$ cat src/rtl/trigger_capture_ctrl.sv
// Triggered acquisition sequencer between the ADC sample path and the capture RAM.
// Waits for a level crossing (or auto timeout / free-run start), then writes DEPTH samples.
module trigger_capture_ctrl #(
    parameter int DATA_W       = 8,
    parameter int ADDR_W       = 8,
    parameter int DEPTH        = 160,
    parameter int AUTO_TIMEOUT = 4096
) (
    input  logic              clk,
    input  logic              rst_n,
    input  logic              sample_en,
    input  logic [DATA_W-1:0] sample_data,
    input  logic [DATA_W-1:0] trig_level,
    input  logic              trig_slope,
    input  logic [1:0]        trig_mode,
    input  logic              arm,
    output logic              wr_en,
    output logic [ADDR_W-1:0] wr_addr,
    output logic [DATA_W-1:0] wr_data,
    output logic              busy,
    output logic              done,
    output logic              triggered,
    output logic              stopped,
    output logic [1:0]        state
);

    localparam int TO_W = (AUTO_TIMEOUT > 1) ? $clog2(AUTO_TIMEOUT) : 1;
    localparam logic [ADDR_W-1:0] LAST_ADDR = ADDR_W'(DEPTH - 1);
    localparam logic [TO_W-1:0]   TO_LAST   = TO_W'(AUTO_TIMEOUT - 1);

    localparam logic [1:0] MODE_AUTO   = 2'b00;
    localparam logic [1:0] MODE_SINGLE = 2'b10;
    localparam logic [1:0] MODE_FREE   = 2'b11;

    typedef enum logic [1:0] {
        IDLE    = 2'b00,
        ARMED   = 2'b01,
        CAPTURE = 2'b10,
        DONE_ST = 2'b11
    } state_t;

    state_t            cur_state;
    logic [DATA_W-1:0] level_q;
    logic              slope_q;
    logic [1:0]        mode_q;
    logic [DATA_W-1:0] prev_q;
    logic              prev_valid;
    logic [TO_W-1:0]   timeout_cnt;

    logic              trig_hit;
    logic              timed_out;
    logic              start_capture;
    logic [ADDR_W-1:0] next_addr;

    // Crossing needs a valid previous sample, so the first sample after arming never triggers.
    assign trig_hit = prev_valid &&
                      (slope_q ? (prev_q > level_q && sample_data <= level_q)
                               : (prev_q < level_q && sample_data >= level_q));
    assign timed_out     = (mode_q == MODE_AUTO) && (timeout_cnt == TO_LAST);
    assign start_capture = (mode_q == MODE_FREE) || trig_hit || timed_out;
    assign next_addr     = wr_addr + ADDR_W'(1);
    assign state         = cur_state;

    always_ff @(posedge clk or negedge rst_n) begin
        if (!rst_n) begin
            cur_state   <= IDLE;
            wr_en       <= 1'b0;
            wr_addr     <= '0;
            wr_data     <= '0;
            busy        <= 1'b0;
            done        <= 1'b0;
            triggered   <= 1'b0;
            stopped     <= 1'b0;
            level_q     <= '0;
            slope_q     <= 1'b0;
            mode_q      <= MODE_AUTO;
            prev_q      <= '0;
            prev_valid  <= 1'b0;
            timeout_cnt <= '0;
        end else begin
            wr_en <= 1'b0;
            done  <= 1'b0;

            // Setting on single-shot completion wins over the live-mode clear in the same cycle.
            if (cur_state == DONE_ST && mode_q == MODE_SINGLE)
                stopped <= 1'b1;
            else if (trig_mode != MODE_SINGLE)
                stopped <= 1'b0;

            case (cur_state)
                IDLE: begin
                    if (arm && !stopped) begin
                        cur_state   <= ARMED;
                        busy        <= 1'b1;
                        level_q     <= trig_level;
                        slope_q     <= trig_slope;
                        mode_q      <= trig_mode;
                        prev_valid  <= 1'b0;
                        timeout_cnt <= '0;
                    end
                end
                ARMED: begin
                    if (sample_en) begin
                        prev_q     <= sample_data;
                        prev_valid <= 1'b1;
                        if (start_capture) begin
                            triggered <= trig_hit && (mode_q != MODE_FREE);
                            wr_en     <= 1'b1;
                            wr_addr   <= '0;
                            wr_data   <= sample_data;
                            if (DEPTH == 1) begin
                                cur_state <= DONE_ST;
                                busy      <= 1'b0;
                                done      <= 1'b1;
                            end else begin
                                cur_state <= CAPTURE;
                            end
                        end else if (mode_q == MODE_AUTO) begin
                            timeout_cnt <= timeout_cnt + TO_W'(1);
                        end
                    end
                end
                CAPTURE: begin
                    if (sample_en) begin
                        wr_en   <= 1'b1;
                        wr_addr <= next_addr;
                        wr_data <= sample_data;
                        if (next_addr == LAST_ADDR) begin
                            cur_state <= DONE_ST;
                            busy      <= 1'b0;
                            done      <= 1'b1;
                        end
                    end
                end
                DONE_ST: begin
                    cur_state <= IDLE;
                end
                default: cur_state <= IDLE;
            endcase
        end
    end

endmodule

$ cat config.mk
export PLATFORM = sky130hd
export DESIGN_NAME = trigger_capture_ctrl
export DESIGN_NICKNAME = d
export VERILOG_FILES = /design/src/rtl/trigger_capture_ctrl.sv
export SDC_FILE = /design/constraint.sdc
export NUM_CORES = 1
export LEC_CHECK = 0
export CAP_MARGIN = 20
export CELL_PAD_IN_SITES_DETAIL_PLACEMENT = 1
export CELL_PAD_IN_SITES_GLOBAL_PLACEMENT = 2
export CORE_MARGIN = 5
export CORE_UTILIZATION = 35
export CTS_CLUSTER_DIAMETER = 50
export DETAILED_ROUTE_END_ITERATION = 10
export PLACE_DENSITY_LB_ADDON = 0.1
export REMOVE_ABC_BUFFERS = 1
export SLEW_MARGIN = 10
export SYNTH_ARGS = -nofsm -noshare
export SYNTH_HDL_FRONTEND = slang
export SYNTH_SLANG_ARGS = --single-unit
$ cat constraint.sdc
create_clock -name clk -period 3 [get_ports clk]
set_input_delay 0.45 -clock clk [delete_from_list [all_inputs] [get_ports clk]]
set_output_delay 0.45 -clock clk [all_outputs]
set_load 0.02 [all_outputs]
Yosys cells after proc, flatten, opt, wreduce, memory -nomap -nowiden
Cells that the tools add are included.

Add/subtract/negate cells: 2. Order comparisons: 4. Eq/ne operators: 16. Mux-type cells: 36. Reduce and logical (&&, ||, !) cells: 24.

Operator list (count): $mux W12 (4); $mux W8 (6); $pmux W8 S2 (2); $pmux W12 S2 (1); $ne A2 B2 Y1 const B (9); $mux W1 (14); $add A12 B1 Y12 const B (1); $eq A12 B12 Y1 const B (1); $mux W2 (5); $reduce_and A5 Y1 (2); $add A8 B1 Y8 const B (1); $eq A2 B2 Y1 const B (4); $eq A8 B8 Y1 const B (1); $ge A8 B8 Y1 (1); $gt A8 B8 Y1 (1); $le A8 B8 Y1 (1); $lt A8 B8 Y1 (1); $pmux W2 S4 (1); $reduce_and A4 Y1 (2); $reduce_bool A2 Y1 (4); $logic_and A1 B1 Y1 (7); $pmux W1 S2 (3); $reduce_and A3 Y1 (2); $logic_not A2 Y1 (2); other kinds (4) (6).

Register bits: 55. Logic and storage cells: 96.

Depth between registers and ports, before layout
Depth after elaboration: 9. Gate-level depth with buffers: 12. Depth with buffers taken out: 10.

Worst setup path before layout
No wires, ideal clock.

Path type: input -> register. From: in sample_data[1]. To: reg cur_state[1] (netlist: state[1]). Setup time: 0.125 ns. Arrival: 2.541 ns. Setup slack: 0.335 ns. Stages on the path: 10. Buffers on the path: 1. Cell sequence: ha_1 nor2b_1 o211ai_1 a31o_1 a2111oi_2 a32o_1 buf_6 o21ai_0 a221oi_2 mux2_2.

Cells in the longest elaborated chain, start to end: 8. Elaborated cells on any way between the ends: 10. Classes of those cells: 2 x order compare; 1 x eq/ne; 1 x mux; 6 x reduce/logical.

RTL lines: from (decl) (RTL line 12) `input logic [DATA_W-1:0] sample_data,`; $ge A8 B8 Y1 or $le A8 B8 Y1 (tied branches) (RTL line 58, 57); $logic_and A1 B1 Y1 (on tied branches) (RTL line 58, 57); $mux W1 (*) (RTL line 57) `(slope_q ? (prev_q > level_q && sample_data <= level_q)`; $logic_and A1 B1 Y1 (*) (RTL line 56) `assign trig_hit = prev_valid &&`; $logic_or A1 B1 Y1 (*) (2 in a row) (RTL line 60) `assign start_capture = (mode_q == MODE_FREE) || trig_hit || timed_out;`; $ne A2 B2 Y1 (no source line) (*); $reduce_and A5 Y1 (no source line) (*); to (signal assigned) (RTL line 66) `cur_state <= IDLE;`; to (signal assigned) (RTL line 93) `cur_state <= ARMED;`; to (signal assigned) (RTL line 112) `cur_state <= DONE_ST;`; to (decl) (RTL line 42) `state_t cur_state;`.

Mark *: on every way between the ends. The rest lies on a longest branch, timed or not. A chain may end at the register's enable or synchronous reset.

Worst setup path after layout
From: in sample_data[5]. To: reg wr_data[2].

Cells in the longest elaborated chain, start to end: 8. Elaborated cells on any way between the ends: 10. Classes of those cells: 2 x order compare; 1 x eq/ne; 1 x mux; 6 x reduce/logical.

RTL lines: $ge A8 B8 Y1 or $le A8 B8 Y1 (tied branches) (RTL line 58, 57); $logic_and A1 B1 Y1 (on tied branches) (RTL line 58, 57); $mux W1 (*) (RTL line 57); $logic_and A1 B1 Y1 (*) (RTL line 56); $logic_or A1 B1 Y1 (*) (2 in a row) (RTL line 60); $ne A2 B2 Y1 (no source line) (*); $reduce_and A4 Y1 (no source line) (*); to (signal assigned) (RTL line 110) `wr_data <= sample_data;`; to (signal assigned) (RTL line 127) `wr_data <= sample_data;`; to (decl) (RTL line 19) `output logic [DATA_W-1:0] wr_data,`.

Marked as above.

==> metrics.csv <==
metric,value,unit
r2r_slack,0.21,ns
gp_congestion,0.725,
cts_hold_buf,0,
synth_xor_area_frac,0.00285,
synth_edf_count,0,
slew_headroom,0.525,
grt.overflow.total,0,
initial_utilization,0.356,
first_pass_iters,4,
clock_skew,0.00795,ns
startpoint,sample_data[5],
cts_buffers,5,
p_per_area,950,nW/µm²
num_antenna_cells,0,
drive_gt1_frac,0.182,
synth_compound_area_frac,0.155,
finalSetupTns,0,ns
syn_area,3080,µm²
ys_ff_latch,55,
synthFlopType,dfrtp_1,
grt_pass1_vias,2640,
crit_path_max_incr_delay,0.44,ns
clkTransAtPathRegs,0.10,ns
grtUsageTotal,0.142,
clkSinkCount,55,
synth_common_cells,"dfrtp_1 (55), mux2_2 (26), nand2_1 (26), ha_1 (23), nand3_1 (20)",
grt_pass1_wl,13000,µm
core,8640,µm²
htreeDepth,2,
yosys.area.top_type,dfrtp_1,
wirelength,7530,µm
postCtsSetupBuffers,0,
synth_simple_gate_area_share,0.153,
nNetsFinal,398,
power_leakage,1.70,nW
path_cells,clkdlybuf4s50_1 -> ha_1 -> nand4_1 -> buf_4 -> a21oi_1 -> o22ai_1 -> a32o_2 -> buf_12 -> o221ai_4 -> buf_12 -> mux2_2,
drtAntennaViolNets,0,
peakVddDrop,0.342,mV
synthDistinctLibCells,50,
worst_slack,0.131,ns
total_power,0.00370,W
r2r_start,level_q[1]$_DFFE_PN0P_,
pin_count,46,
dieHeight,104,µm
cts_tree,done,
hold_viol,0,
die-area,10800,µm²
avgSynthCellArea,10.5,µm²
drv_cap,0,
setup_viol,0,
avgRoutedWirePerCell,16.4,µm
slew_viol_final,0,
arrival,3.07,ns
crit_top_cell,buf_12,
yosys.cell_count.top_type,dfrtp_1,
endpoint,wr_data[2]$_DFFE_PN0P_,
synth_top_family_by_area,compound AO/OA/AOI/OAI gates,
synthAdderAreaFrac,0.0936,
clk_path_buf_depth,2,
clk_latency,0.31,ns
syn_inst,294,
reg2reg_depth,11,
dp_hpwl,5330,µm
tightest_slew,0.713,ns
fillers,968,
rows,34,
final.min_clock_period,2.87,ns
viasPerCell,5.32,
path_class,in -> reg,
fp.dieW,104,µm
period_share,0.956,
startpoint_type,input port,
synth_warnings,0,
antenna_found_initial,0,
hp-class,in -> async,
dp_slack,-0.322,ns
first_iter_violations,64,
area_growth,26.5,%
ys_async_sr_fraction,1.00,
synth_mux_area_frac,0.102,
post-synth-top-area-fraction,0.448,
crit_fanout,7,
max_freq,349,MHz
status,completed,
crit_slowest_cell,clkdlybuf4s50_1,
cp-end-kind,flop,
ys_seq_area_frac,0.448,
drc,0,
root_buffer,clkbuf_8,
vias,2445,
port_buffers,45,
synth_area_leaders,"dfrtp_1 (45%), mux2_2 (9.5%), ha_1 (9.4%)",
timing.rr.end,wr_data[2]$_DFFE_PN0P_,
cp_data_required_time,3.20,ns
grt_max_degree,56,
-- where the power goes --
part	total, W	internal, W	switching (W)	leakage [nW]
logic	0.00198	0.000969	0.00102	0.960
clock network	0.000428	0.000182	0.000246	0.0470
registers	0.00128	0.00104	0.000246	0.689
total	0.00370	0.00219	0.00151	1.70
-- cells by family after synthesis --
group           count (synthesis)
flops                          55
mux                            28
compound gates                 65
buf+inv                        32
simple gates                   90
xor+xnor                        1
fa+ha+maj                      23
-- metrics by stage --
stage | area [µm²] | utilization | std cells | hold WS, ns
after CTS | 3830 | 0.444 | 459 | 0.301
final | 3890 | 0.450 | 460 | 0.271
after floorplan | 3000 | - | 281 | 0.154
after global routing | 3890 | 0.450 | 460 | 0.333
after detailed placement | 3740 | 0.434 | 452 | 0.473
after global placement | 3740 | 0.434 | 452 | 0.464
-- critical path, delay by kind of cell --
family	cells	cell delay, ns
compound gates	4	0.88
fa+ha+maj	1	0.33
buf+inv	4	0.93
mux	1	0.33
simple gates	1	0.14
-- cell usage in the layout, fill, tap and decap left out, drive strengths merged, types with 2 or more instances in the layout --
| cell type | instances |
|---|---|
| a21oi | 12 |
| a221o | 4 |
| a31oi | 2 |
| and3 | 5 |
| buf | 19 |
| clkbuf | 7 |
| clkdlybuf4s50 | 43 |
| dfrtp | 55 |
| ha | 23 |
| inv | 19 |
| mux2 | 26 |
| mux2i | 2 |
| nand2 | 27 |
| nand3 | 21 |
| nand3b | 2 |
| nand4 | 6 |
| nand4b | 2 |
| nor2 | 6 |
| nor2b | 3 |
| nor3 | 6 |
| o211ai | 11 |
| o21a | 3 |
| o21ai | 14 |
| o22ai | 2 |
| o311a | 2 |
| o311ai | 3 |
| o31ai | 3 |
| or2 | 5 |
| or3 | 4 |
-- flip-flops by register name, indices dropped and copies added (netlist names) --
| name | flops |
|---|---|
| wr_data | 8 |
| timeout_cnt | 12 |
| wr_en | 1 |
| stopped | 1 |
| triggered | 1 |
| mode_q | 2 |
| level_q | 8 |
| busy | 1 |
| state | 2 |
| done | 1 |
| prev_valid | 1 |
| prev_q | 8 |
| wr_addr | 8 |
| slope_q | 1 |
-- timing repair --
action | CTS | global route
pin swaps | 0 | 4
endpoints found under the setup margin | 1 | 13
resized for setup | 1 | 4
gates cloned | 0 | 1
-- worst min-delay path by stage --
stage | startpoint | endpoint | slack, ns
after floorplan | rst_n | busy$_DFFE_PN0P_ | 0.15
after global placement | wr_data[0]$_DFFE_PN0P_ | wr_data[0]$_DFFE_PN0P_ | 0.46
after detailed placement | wr_data[0]$_DFFE_PN0P_ | wr_data[0]$_DFFE_PN0P_ | 0.47
after CTS | rst_n | wr_addr[6]$_DFFE_PN0P_ | 0.30
after global routing | rst_n | wr_addr[6]$_DFFE_PN0P_ | 0.33
final | rst_n | wr_addr[6]$_DFFE_PN0P_ | 0.27
-- layer usage --
layer | share of wire | global-route usage
met1 | 0.48 | 0.190
met3 | 0.037 | 0.0292
met4 | 0.0088 | 0.0305
met2 | 0.48 | 0.235
met5 | 0 | 0
-- final cells by class --
type | count | area [µm²] | share of cell area
Clock inverter | 1 | 5.00 | 0.00129
Tap cell | 108 | 135 | 0.0347
Inverter | 19 | 71.3 | 0.0183
Multi-Input combinational cell | 207 | 1580 | 0.407
Clock buffer | 6 | 82.6 | 0.0212
Sequential cell | 55 | 1380 | 0.354
Timing Repair Buffer | 64 | 637 | 0.164
Note: power is estimated with default switching activity, not from simulation.
